`config.mk`:
```
export PLATFORM = sky130hd
export DESIGN_NAME = rvlab_mmcm_drp_seq_flat
export DESIGN_NICKNAME = d
export VERILOG_FILES = /design/src/rtl/rvlab_mmcm_drp_seq_if.sv /design/src/rtl/rvlab_mmcm_drp_seq.sv /design/src/flat_wrapper.sv
export SDC_FILE = /design/constraint.sdc
export NUM_CORES = 1
export LEC_CHECK = 0
export BUFFER_PORTS_ARGS = -buffer_cell sky130_fd_sc_hd__clkbuf_2
export CELL_PAD_IN_SITES_DETAIL_PLACEMENT = 1
export CELL_PAD_IN_SITES_GLOBAL_PLACEMENT = 1
export CORE_ASPECT_RATIO = 1.4
export CORE_MARGIN = 8
export CORE_UTILIZATION = 40
export CTS_BUF_LIST = sky130_fd_sc_hd__clkbuf_8
export CTS_CLUSTER_DIAMETER = 120
export CTS_CLUSTER_SIZE = 14
export DETAILED_ROUTE_END_ITERATION = 8
export PLACE_DENSITY_LB_ADDON = 0.15
export SLEW_MARGIN = 15
export SYNTH_ARGS = -nofsm -noshare
export SYNTH_HDL_FRONTEND = slang
export SYNTH_SLANG_ARGS = --single-unit
```
`constraint.sdc`:
```
create_clock -name clk_i -period 3 [get_ports clk_i]
set_input_delay 0.6 -clock clk_i [delete_from_list [all_inputs] [get_ports clk_i]]
set_output_delay 0.6 -clock clk_i [all_outputs]
set_load 0.02 [all_outputs]
```
`src/rtl/rvlab_mmcm_drp_seq_if.sv`:
```
// Request/status and MMCM DRP pin bundle for the CLKOUT0 retune sequencer.
// slave = sequencer side, master = register front-end / MMCM side.
interface rvlab_mmcm_drp_seq_if;
    logic        req_valid_i;
    logic [6:0]  req_div_i;
    logic        req_ready_o;
    logic        drp_en_o;
    logic        drp_we_o;
    logic [6:0]  drp_adr_o;
    logic [15:0] drp_di_o;
    logic        drp_rdy_i;
    logic [15:0] drp_do_i;
    logic        mmcm_rst_o;
    logic        mmcm_locked_i;
    logic        busy_o;
    logic        done_o;
    logic [1:0]  err_o;
    logic [6:0]  cur_div_o;

    modport slave (
        input  req_valid_i, req_div_i, drp_rdy_i, drp_do_i, mmcm_locked_i,
        output req_ready_o, drp_en_o, drp_we_o, drp_adr_o, drp_di_o,
               mmcm_rst_o, busy_o, done_o, err_o, cur_div_o
    );

    modport master (
        output req_valid_i, req_div_i, drp_rdy_i, drp_do_i, mmcm_locked_i,
        input  req_ready_o, drp_en_o, drp_we_o, drp_adr_o, drp_di_o,
               mmcm_rst_o, busy_o, done_o, err_o, cur_div_o
    );
endinterface

```
`src/rtl/rvlab_mmcm_drp_seq.sv`:
```
// Purpose: retunes MMCM CLKOUT0 divide via DRP read-modify-write of ClkReg1/ClkReg2 under MMCM reset.
// Latency: RST_HOLD + 4 x (issue + response) + 1 + lock time + 1 cycles from accept to done_o.
// Backpressure: req_ready_o only in IDLE; requests while busy are dropped, DRP/lock waits time out.
module rvlab_mmcm_drp_seq #(
    parameter int unsigned DEFAULT_DIV  = 18,
    parameter int unsigned DRP_TIMEOUT  = 64,
    parameter int unsigned LOCK_TIMEOUT = 65535,
    parameter int unsigned RST_HOLD     = 8
) (
    input  logic               clk_i,
    input  logic               rst_i,
    rvlab_mmcm_drp_seq_if.slave bus
);

    typedef enum logic [3:0] {
        S_IDLE,
        S_RST_HOLD,
        S_RD1,
        S_WR1,
        S_RD2,
        S_WR2,
        S_RELEASE,
        S_WAIT_LOCK,
        S_DONE
    } state_t;

    localparam logic [6:0] ADR_CLKREG1 = 7'h08;
    localparam logic [6:0] ADR_CLKREG2 = 7'h09;

    state_t      state, state_d;
    logic [15:0] cnt, cnt_d;
    logic [6:0]  div_q, div_d;
    logic        drp_en_q, drp_en_d;
    logic        drp_we_q, drp_we_d;
    logic [6:0]  drp_adr_q, drp_adr_d;
    logic [15:0] drp_di_q, drp_di_d;
    logic        mmcm_rst_q, mmcm_rst_d;
    logic [1:0]  err_q, err_d;
    logic [6:0]  cur_div_q, cur_div_d;
    logic        rdy_ok;

    // ClkReg1: keep only reserved bit 12, phase mux forced to 0, high/low counts.
    function automatic logic [15:0] clkreg1_merge(input logic [15:0] rd, input logic [6:0] d);
        logic [5:0] hi;
        logic [5:0] lo;
        if (d == 7'd1) begin
            hi = 6'd1;
            lo = 6'd1;
        end else begin
            hi = d[6:1];
            lo = 6'(d - {1'b0, d[6:1]});
        end
        return (rd & 16'h1000) | {4'b0000, hi, lo};
    endfunction

    function automatic logic [15:0] clkreg2_merge(input logic [15:0] rd, input logic [6:0] d);
        logic edge_b;
        logic no_count;
        no_count = (d == 7'd1);
        edge_b   = d[0] & ~no_count;
        return (rd & 16'hFC00) | {8'h00, edge_b, no_count, 6'h00};
    endfunction

    // A response in the same cycle as our own enable pulse cannot belong to it.
    assign rdy_ok = bus.drp_rdy_i & ~drp_en_q;

    always_ff @(posedge clk_i) begin
        if (rst_i) begin
            state      <= S_IDLE;
            cnt        <= '0;
            div_q      <= '0;
            drp_en_q   <= 1'b0;
            drp_we_q   <= 1'b0;
            drp_adr_q  <= '0;
            drp_di_q   <= '0;
            mmcm_rst_q <= 1'b0;
            err_q      <= 2'd0;
            cur_div_q  <= 7'(DEFAULT_DIV);
        end else begin
            state      <= state_d;
            cnt        <= cnt_d;
            div_q      <= div_d;
            drp_en_q   <= drp_en_d;
            drp_we_q   <= drp_we_d;
            drp_adr_q  <= drp_adr_d;
            drp_di_q   <= drp_di_d;
            mmcm_rst_q <= mmcm_rst_d;
            err_q      <= err_d;
            cur_div_q  <= cur_div_d;
        end
    end

    always_comb begin
        state_d    = state;
        cnt_d      = cnt;
        div_d      = div_q;
        drp_en_d   = 1'b0;
        drp_we_d   = drp_we_q;
        drp_adr_d  = drp_adr_q;
        drp_di_d   = drp_di_q;
        mmcm_rst_d = mmcm_rst_q;
        err_d      = err_q;
        cur_div_d  = cur_div_q;

        case (state)
            S_IDLE: begin
                if (bus.req_valid_i) begin
                    div_d = bus.req_div_i;
                    cnt_d = '0;
                    if (bus.req_div_i == 7'd0 || bus.req_div_i == 7'h7F) begin
                        err_d   = 2'd1;
                        state_d = S_DONE;
                    end else begin
                        err_d      = 2'd0;
                        mmcm_rst_d = 1'b1;
                        state_d    = S_RST_HOLD;
                    end
                end
            end

            S_RST_HOLD: begin
                cnt_d = cnt + 16'd1;
                if (cnt == 16'(RST_HOLD - 1)) begin
                    cnt_d     = '0;
                    drp_en_d  = 1'b1;
                    drp_we_d  = 1'b0;
                    drp_adr_d = ADR_CLKREG1;
                    state_d   = S_RD1;
                end
            end

            S_RD1, S_WR1, S_RD2, S_WR2: begin
                cnt_d = cnt + 16'd1;
                if (rdy_ok) begin
                    cnt_d    = '0;
                    drp_en_d = 1'b1;
                    case (state)
                        S_RD1: begin
                            drp_we_d  = 1'b1;
                            drp_adr_d = ADR_CLKREG1;
                            drp_di_d  = clkreg1_merge(bus.drp_do_i, div_q);
                            state_d   = S_WR1;
                        end
                        S_WR1: begin
                            drp_we_d  = 1'b0;
                            drp_adr_d = ADR_CLKREG2;
                            state_d   = S_RD2;
                        end
                        S_RD2: begin
                            drp_we_d  = 1'b1;
                            drp_adr_d = ADR_CLKREG2;
                            drp_di_d  = clkreg2_merge(bus.drp_do_i, div_q);
                            state_d   = S_WR2;
                        end
                        default: begin
                            drp_en_d   = 1'b0;
                            drp_we_d   = 1'b0;
                            mmcm_rst_d = 1'b0;
                            state_d    = S_RELEASE;
                        end
                    endcase
                end else if (cnt == 16'(DRP_TIMEOUT - 1)) begin
                    // Registers may be half written; let the MMCM run anyway.
                    drp_we_d   = 1'b0;
                    mmcm_rst_d = 1'b0;
                    err_d      = 2'd2;
                    state_d    = S_DONE;
                end
            end

            S_RELEASE: begin
                cnt_d   = '0;
                state_d = S_WAIT_LOCK;
            end

            S_WAIT_LOCK: begin
                cnt_d = cnt + 16'd1;
                if (bus.mmcm_locked_i) begin
                    cur_div_d = div_q;
                    err_d     = 2'd0;
                    state_d   = S_DONE;
                end else if (cnt == 16'(LOCK_TIMEOUT - 1)) begin
                    err_d   = 2'd3;
                    state_d = S_DONE;
                end
            end

            S_DONE: begin
                state_d = S_IDLE;
            end

            default: begin
                state_d = S_IDLE;
            end
        endcase
    end

    assign bus.req_ready_o = (state == S_IDLE);
    assign bus.busy_o      = (state != S_IDLE);
    assign bus.done_o      = (state == S_DONE);
    assign bus.drp_en_o    = drp_en_q;
    assign bus.drp_we_o    = drp_we_q;
    assign bus.drp_adr_o   = drp_adr_q;
    assign bus.drp_di_o    = drp_di_q;
    assign bus.mmcm_rst_o  = mmcm_rst_q;
    assign bus.err_o       = err_q;
    assign bus.cur_div_o   = cur_div_q;

endmodule
```
`src/flat_wrapper.sv`:
```
// flat-port wrapper written by rule: the top's interface ports become plain ports
module rvlab_mmcm_drp_seq_flat 
#(
    parameter int unsigned DEFAULT_DIV  = 18,
    parameter int unsigned DRP_TIMEOUT  = 64,
    parameter int unsigned LOCK_TIMEOUT = 65535,
    parameter int unsigned RST_HOLD     = 8
)
  (clk_i, rst_i, bus_req_valid_i, bus_req_div_i, bus_drp_rdy_i, bus_drp_do_i, bus_mmcm_locked_i, bus_req_ready_o, bus_drp_en_o, bus_drp_we_o, bus_drp_adr_o, bus_drp_di_o, bus_mmcm_rst_o, bus_busy_o, bus_done_o, bus_err_o, bus_cur_div_o);
  rvlab_mmcm_drp_seq_if bus_i ();
  input  logic clk_i;
  input  logic rst_i;
  input wire logic [$bits(bus_i.req_valid_i)-1:0] bus_req_valid_i;
  input wire logic [$bits(bus_i.req_div_i)-1:0] bus_req_div_i;
  input wire logic [$bits(bus_i.drp_rdy_i)-1:0] bus_drp_rdy_i;
  input wire logic [$bits(bus_i.drp_do_i)-1:0] bus_drp_do_i;
  input wire logic [$bits(bus_i.mmcm_locked_i)-1:0] bus_mmcm_locked_i;
  output wire logic [$bits(bus_i.req_ready_o)-1:0] bus_req_ready_o;
  output wire logic [$bits(bus_i.drp_en_o)-1:0] bus_drp_en_o;
  output wire logic [$bits(bus_i.drp_we_o)-1:0] bus_drp_we_o;
  output wire logic [$bits(bus_i.drp_adr_o)-1:0] bus_drp_adr_o;
  output wire logic [$bits(bus_i.drp_di_o)-1:0] bus_drp_di_o;
  output wire logic [$bits(bus_i.mmcm_rst_o)-1:0] bus_mmcm_rst_o;
  output wire logic [$bits(bus_i.busy_o)-1:0] bus_busy_o;
  output wire logic [$bits(bus_i.done_o)-1:0] bus_done_o;
  output wire logic [$bits(bus_i.err_o)-1:0] bus_err_o;
  output wire logic [$bits(bus_i.cur_div_o)-1:0] bus_cur_div_o;
  assign bus_i.req_valid_i = bus_req_valid_i;
  assign bus_i.req_div_i = bus_req_div_i;
  assign bus_i.drp_rdy_i = bus_drp_rdy_i;
  assign bus_i.drp_do_i = bus_drp_do_i;
  assign bus_i.mmcm_locked_i = bus_mmcm_locked_i;
  assign bus_req_ready_o = bus_i.req_ready_o;
  assign bus_drp_en_o = bus_i.drp_en_o;
  assign bus_drp_we_o = bus_i.drp_we_o;
  assign bus_drp_adr_o = bus_i.drp_adr_o;
  assign bus_drp_di_o = bus_i.drp_di_o;
  assign bus_mmcm_rst_o = bus_i.mmcm_rst_o;
  assign bus_busy_o = bus_i.busy_o;
  assign bus_done_o = bus_i.done_o;
  assign bus_err_o = bus_i.err_o;
  assign bus_cur_div_o = bus_i.cur_div_o;
  rvlab_mmcm_drp_seq #(.DEFAULT_DIV(DEFAULT_DIV), .DRP_TIMEOUT(DRP_TIMEOUT), .LOCK_TIMEOUT(LOCK_TIMEOUT), .RST_HOLD(RST_HOLD)) u_core (.clk_i(clk_i), .rst_i(rst_i), .bus(bus_i));
endmodule
```
# ---- Yosys cells after proc, flatten, opt, wreduce, memory -nomap -nowiden
# Index checks and enable logic that the tools add are counted.
dict set report totals {
  out_inout_bits 38
  word_cells 110
  regBits 62
  inputBits 28
}
dict set report op_classes {
  add_sub_neg 2
  n_bitwise 6
  n_mux 47
  eq_ne 23
  n_reduce_logical 22
}
# cell count
set ops {}
lappend ops {{$pmux W16 S5} 1}
lappend ops {{$mux W16} 3}
lappend ops {{$mux W6} 8}
lappend ops {{$pmux W16 S2} 1}
lappend ops {{$mux W4} 7}
lappend ops {{$pmux W7 S2} 2}
lappend ops {{$pmux W4 S5} 1}
lappend ops {{$add A16 B1 Y16 const B} 1}
lappend ops {{$eq A16 B16 Y1 const B} 1}
lappend ops {{$eq A16 B3 Y1 const B} 1}
lappend ops {{$eq A16 B6 Y1 const B} 1}
lappend ops {{$eq A4 B3 Y1 const B} 4}
lappend ops {{$or A16 B8 Y16} 1}
lappend ops {{$mux W7} 2}
lappend ops {{$or A13 B12 Y13} 1}
lappend ops {{$mux W1} 12}
lappend ops {{$mux W2} 5}
lappend ops {{$reduce_and A5 Y1} 2}
lappend ops {{$pmux W3 S3} 1}
lappend ops {{$eq A4 B2 Y1 const B} 2}
lappend ops {{$reduce_and A4 Y1} 2}
lappend ops {{$eq A7 B1 Y1 const B} 1}
lappend ops {{$eq A7 B7 Y1 const B} 1}
lappend ops {{$logic_not A7 Y1} 1}
lappend ops {{other kinds (23)} 38}

# ---- Longest topological paths before layout
dict set report logic_depth {
  depth_word 7
  mapped_depth 9
  mapped_depth_nobuf 9
}

# ---- Worst setup path after synthesis
# No wires, ideal clock.
dict set report synth_path {
  path_kind {flip-flop to flip-flop}
  start {register u_core.cnt[0]}
  end {register u_core.drp_adr_q[0] (netlist: u_core.bus.drp_adr_o[0])}
  setup_ns 0.122
  stages_incl_launch_ff 8
  period_less_slack_ns 2.087
  path_slack_ns 0.913
  path_buffers 1
  t_required_ns 2.878
  arrival_ns 1.965
  path_cell_list {dfxtp_1 -> ha_1 -> and4bb_2 -> nand3_1 -> o41a_1 -> buf_6 -> or4_4 -> mux2i_1}
}
dict set report synth_via {
  elab_chain_cells 3
}
# element line
set synth_rtl {}
lappend synth_rtl {{start, declared} rvlab_mmcm_drp_seq.sv:31} ;# logic [15:0] cnt, cnt_d;
lappend synth_rtl {{start signal, assigned} rvlab_mmcm_drp_seq.sv:81} ;# cnt <= cnt_d;
lappend synth_rtl {{$eq A16 B3 Y1} rvlab_mmcm_drp_seq.sv:123} ;# if (cnt == 16'(RST_HOLD - 1)) begin
lappend synth_rtl {{$ne A2 B1 Y1 (no source line)} --}
lappend synth_rtl {{$reduce_and A4 Y1 (no source line)} --}
lappend synth_rtl {{end signal, assigned} rvlab_mmcm_drp_seq.sv:85} ;# drp_adr_q <= drp_adr_d;
lappend synth_rtl {{end, declared} rvlab_mmcm_drp_seq.sv:35} ;# logic [6:0] drp_adr_q, drp_adr_d;
# No other way between the ends.
# A chain may end at the register's enable or synchronous reset.

# ---- Worst setup path in the final report
dict set report layout_path {
  start {register u_core.state[1]}
  end {output port bus_req_ready_o}
}
dict set report layout_via {
  elab_chain_cells 1
}
# element line
set layout_rtl {}
lappend layout_rtl {{start, declared} rvlab_mmcm_drp_seq.sv:30} ;# state_t state, state_d;
lappend layout_rtl {{start signal, assigned} rvlab_mmcm_drp_seq.sv:80} ;# state <= state_d;
lappend layout_rtl {{$logic_not A4 Y1} rvlab_mmcm_drp_seq.sv:198} ;# assign bus.req_ready_o = (state == S_IDLE);
lappend layout_rtl {{end, declared} flat_wrapper.sv:18} ;# output wire logic [$bits(bus_i.req_ready_o)-1:0] bus_req_ready_o;
# No other way between the ends.

==> flow_summary.json <==
{
  "cts.sinks": 57,
  "irDropWorstVdd_uv": 381,
  "cts_setup_buffers": 0,
  "avgViaCountPerCell": 5.68,
  "initial_core_util": 0.406,
  "root_buffer": "clkbuf_8",
  "fmax_ghz": 0.390,
  "instances_no_fill": 541,
  "antenna_found_initial": 0,
  "die-height_um": 120,
  "total_power_mw": 2.54,
  "cts_buffer_depth": 2,
  "die_x_um": 90.5,
  "filler_cell_count": 980,
  "reg2reg_slack_ps": 580,
  "cp.arrival_ps": 1960,
  "die-area_mm2": 0.0109,
  "rows": 38,
  "place_inst": 525,
  "min_from": "u_core.bus.drp_di_o[15]",
  "hpwl_mm": 7.40,
  "crit_required_ps": 2400,
  "vias": 3073,
  "diodes": 0,
  "whs_endpoint": "u_core.bus.drp_di_o[15]",
  "utilization": 0.470,
  "hold_class": "flop to flop",
  "status": "finished, final reports clean",
  "setup-tns-final_ps": 0,
  "total_leakage_power_nw": 1.37,
  "synth.distinct_cells": 60,
  "fin_skew_ps": 5.61,
  "clkTransAtPathRegs_ps": 60,
  "worstHoldPathCells": 2,
  "drt-initial-drc-count": 117,
  "yosysWarnings": 0,
  "grt_pass1_wl_mm": 16.4,
  "wire_per_inst_um": 18.2,
  "grt-ovfl-total": 0,
  "path_class": "flop to output port",
  "mappedNetlistArea_mm2": 0.00311,
  "period_share": 0.854,
  "setup_ws_ps": 438,
  "syn_inst": 391,
  "io_buffers": 50,
  "drc": 0,
  "synthToLayoutAreaGrowth_pct": 15.8,
  "synth-edff-count": 0,
  "tritoncts": "yes",
  "clk-insertion-delay-late_ps": 350,
  "slew_headroom": 0.549,
  "r2r_start": "u_core.state[1]",
  "layout_commonest_cell": "dfxtp_1",
  "finalInstanceArea_mm2": 0.00360,
  "async_reset_ff_frac": 0,
  "cts_hold_buf": 0,
  "grt_setup_unrepaired": "no",
  "ys_seq_area_frac": 0.367,
  "place_ws_ps": 639,
  "slew_viol_final": 0,
  "r2r-end": "u_core.bus.drp_di_o[5]",
  "whs_ps": 456,
  "worst_pin_slew_ps": 670,
  "setup_viol": 0,
  "layout_common_cells": "dfxtp_1 (57), clkbuf_2 (50), nand2_1 (43), nor2_1 (28), a21oi_1 (27)",
  "r2r_cells": 5,
  "avgSynthCellArea_um2": 7.95,
  "drt_wl_total_mm": 9.83,
  "layout-drive-gt1-share": 0.184,
  "nNetsFinal": 475,
  "finalHoldViolations": 0,
  "ant_nets": 0,
  "start_kind": "flop",
  "finalCriticalPeriod_ps": 2560,
  "cp_max_fo": 19,
  "drtPass1Iterations": 4,
  "cts_max_level": 3,
  "grt_max_degree": 23,
  "synth_ff_type": "dfxtp_1",
  "num_io_pins": 66,
  "gp_congestion": 0.805,
  "pwr_density_cell_mw_per_mm2": 707,
  "cts_made_buffers": 9,
  "core_mm2": 0.00765,
  "grt_use_total": 0.187,
  "postCtsResizedCells": 0,
  "cap_violations": 0,
  "place_area_mm2": 0.00343,
  "grt_pass1_vias": 3266,
  "synth-seq-cells": 57,
  "crit_path_end_kind": "output port"
}
==> state kept, by name, summed over array words and instances (netlist names) <==
register and flops:
u_core.bus.mmcm_rst_o 1, u_core.cnt 16, u_core.state 4, u_core.bus.drp_we_o 1
u_core.bus.drp_adr_o 2, u_core.div_q 7, u_core.bus.err_o 2, u_core.bus.drp_di_o 16
u_core.bus.drp_en_o 1, u_core.bus.cur_div_o 7
==> worst max-delay path, stage by stage, from the launching register on <==
cell      delay, ps
dfxtp_1         500
or4_1           670
inv_1           220
clkbuf_2        210
==> worst max path at each step <==
| stage | endpoint | start |
|---|---|---|
| 5_1_grt | bus_req_ready_o | u_core.state[1] |
| 3_5_place_dp | u_core.bus.drp_adr_o[0] | u_core.cnt[0] |
| 6_report | bus_req_ready_o | u_core.state[1] |
| 3_3_place_gp | u_core.bus.drp_adr_o[0] | u_core.cnt[0] |
| 2_1_floorplan | u_core.bus.drp_adr_o[0] | u_core.cnt[0] |
| 4_1_cts | bus_req_ready_o | u_core.state[1] |
==> area by class of cell <==
type                       instances  area, um2  share of cell area
clock buffer                      11        151              0.0421
clock inverter                     5       22.5             0.00626
inverter                          18       67.6              0.0188
multi-input combinational        291       1770               0.493
sequential                        57       1140               0.317
tap                              100        125              0.0348
timing repair buffer              59        318              0.0883
==> power breakdown <==
part	internal, mW	leakage (nW)	switching, mW
Sequential	0.838	0.462	0.131
Combinational	0.339	0.804	0.591
Clock	0.334	0.101	0.310
==> Yosys cell counts, drive strengths merged, types with 3 or more instances <==
cell / number / area [um2]
nor3b: 7 / 52.6
nor4: 8 / 56.3
nor2b: 9 / 56.3
a211oi: 9 / 67.6
clkbuf: 17 / 65.1
dfxtp: 57 / 1140
and2: 3 / 18.8
nor2: 29 / 111
inv: 17 / 63.8
o22ai: 8 / 50.1
nand3: 23 / 115
mux2i: 5 / 50.1
nand2b: 4 / 25.0
o21ai: 20 / 100
a22oi: 6 / 45.0
nor3: 17 / 85.1
and3: 3 / 18.8
buf: 12 / 76.3
o211ai: 4 / 30.0
a21oi: 27 / 135
xnor2: 7 / 61.3
o311ai: 3 / 26.3
nand4: 5 / 31.3
ha: 10 / 125
nand2: 43 / 161
==> logic make-up after synthesis <==
logic type               Yosys count  synth area share
AND/OR/NAND/NOR                  159             0.259
AO/OA/AOI/OAI                    102             0.217
flip-flops                        57             0.367
buffers and inverters             47            0.0672
adder cells (fa/ha/maj)           11            0.0467
XOR/XNOR                           8            0.0225
multiplexers                       6            0.0197
other                              1           0.00121
==> per-layer routing <==
layer	share of wire	global-route usage	wire (um)	up-vias
li1	-	-	-	1492
met1	0.40	0.194	3970	1493
met2	0.53	0.341	5250	63
met3	0.024	0.0292	232	25
met4	0.038	0.124	369	0
met5	0	0	0	-
Power figures use the tool's default switching activity.
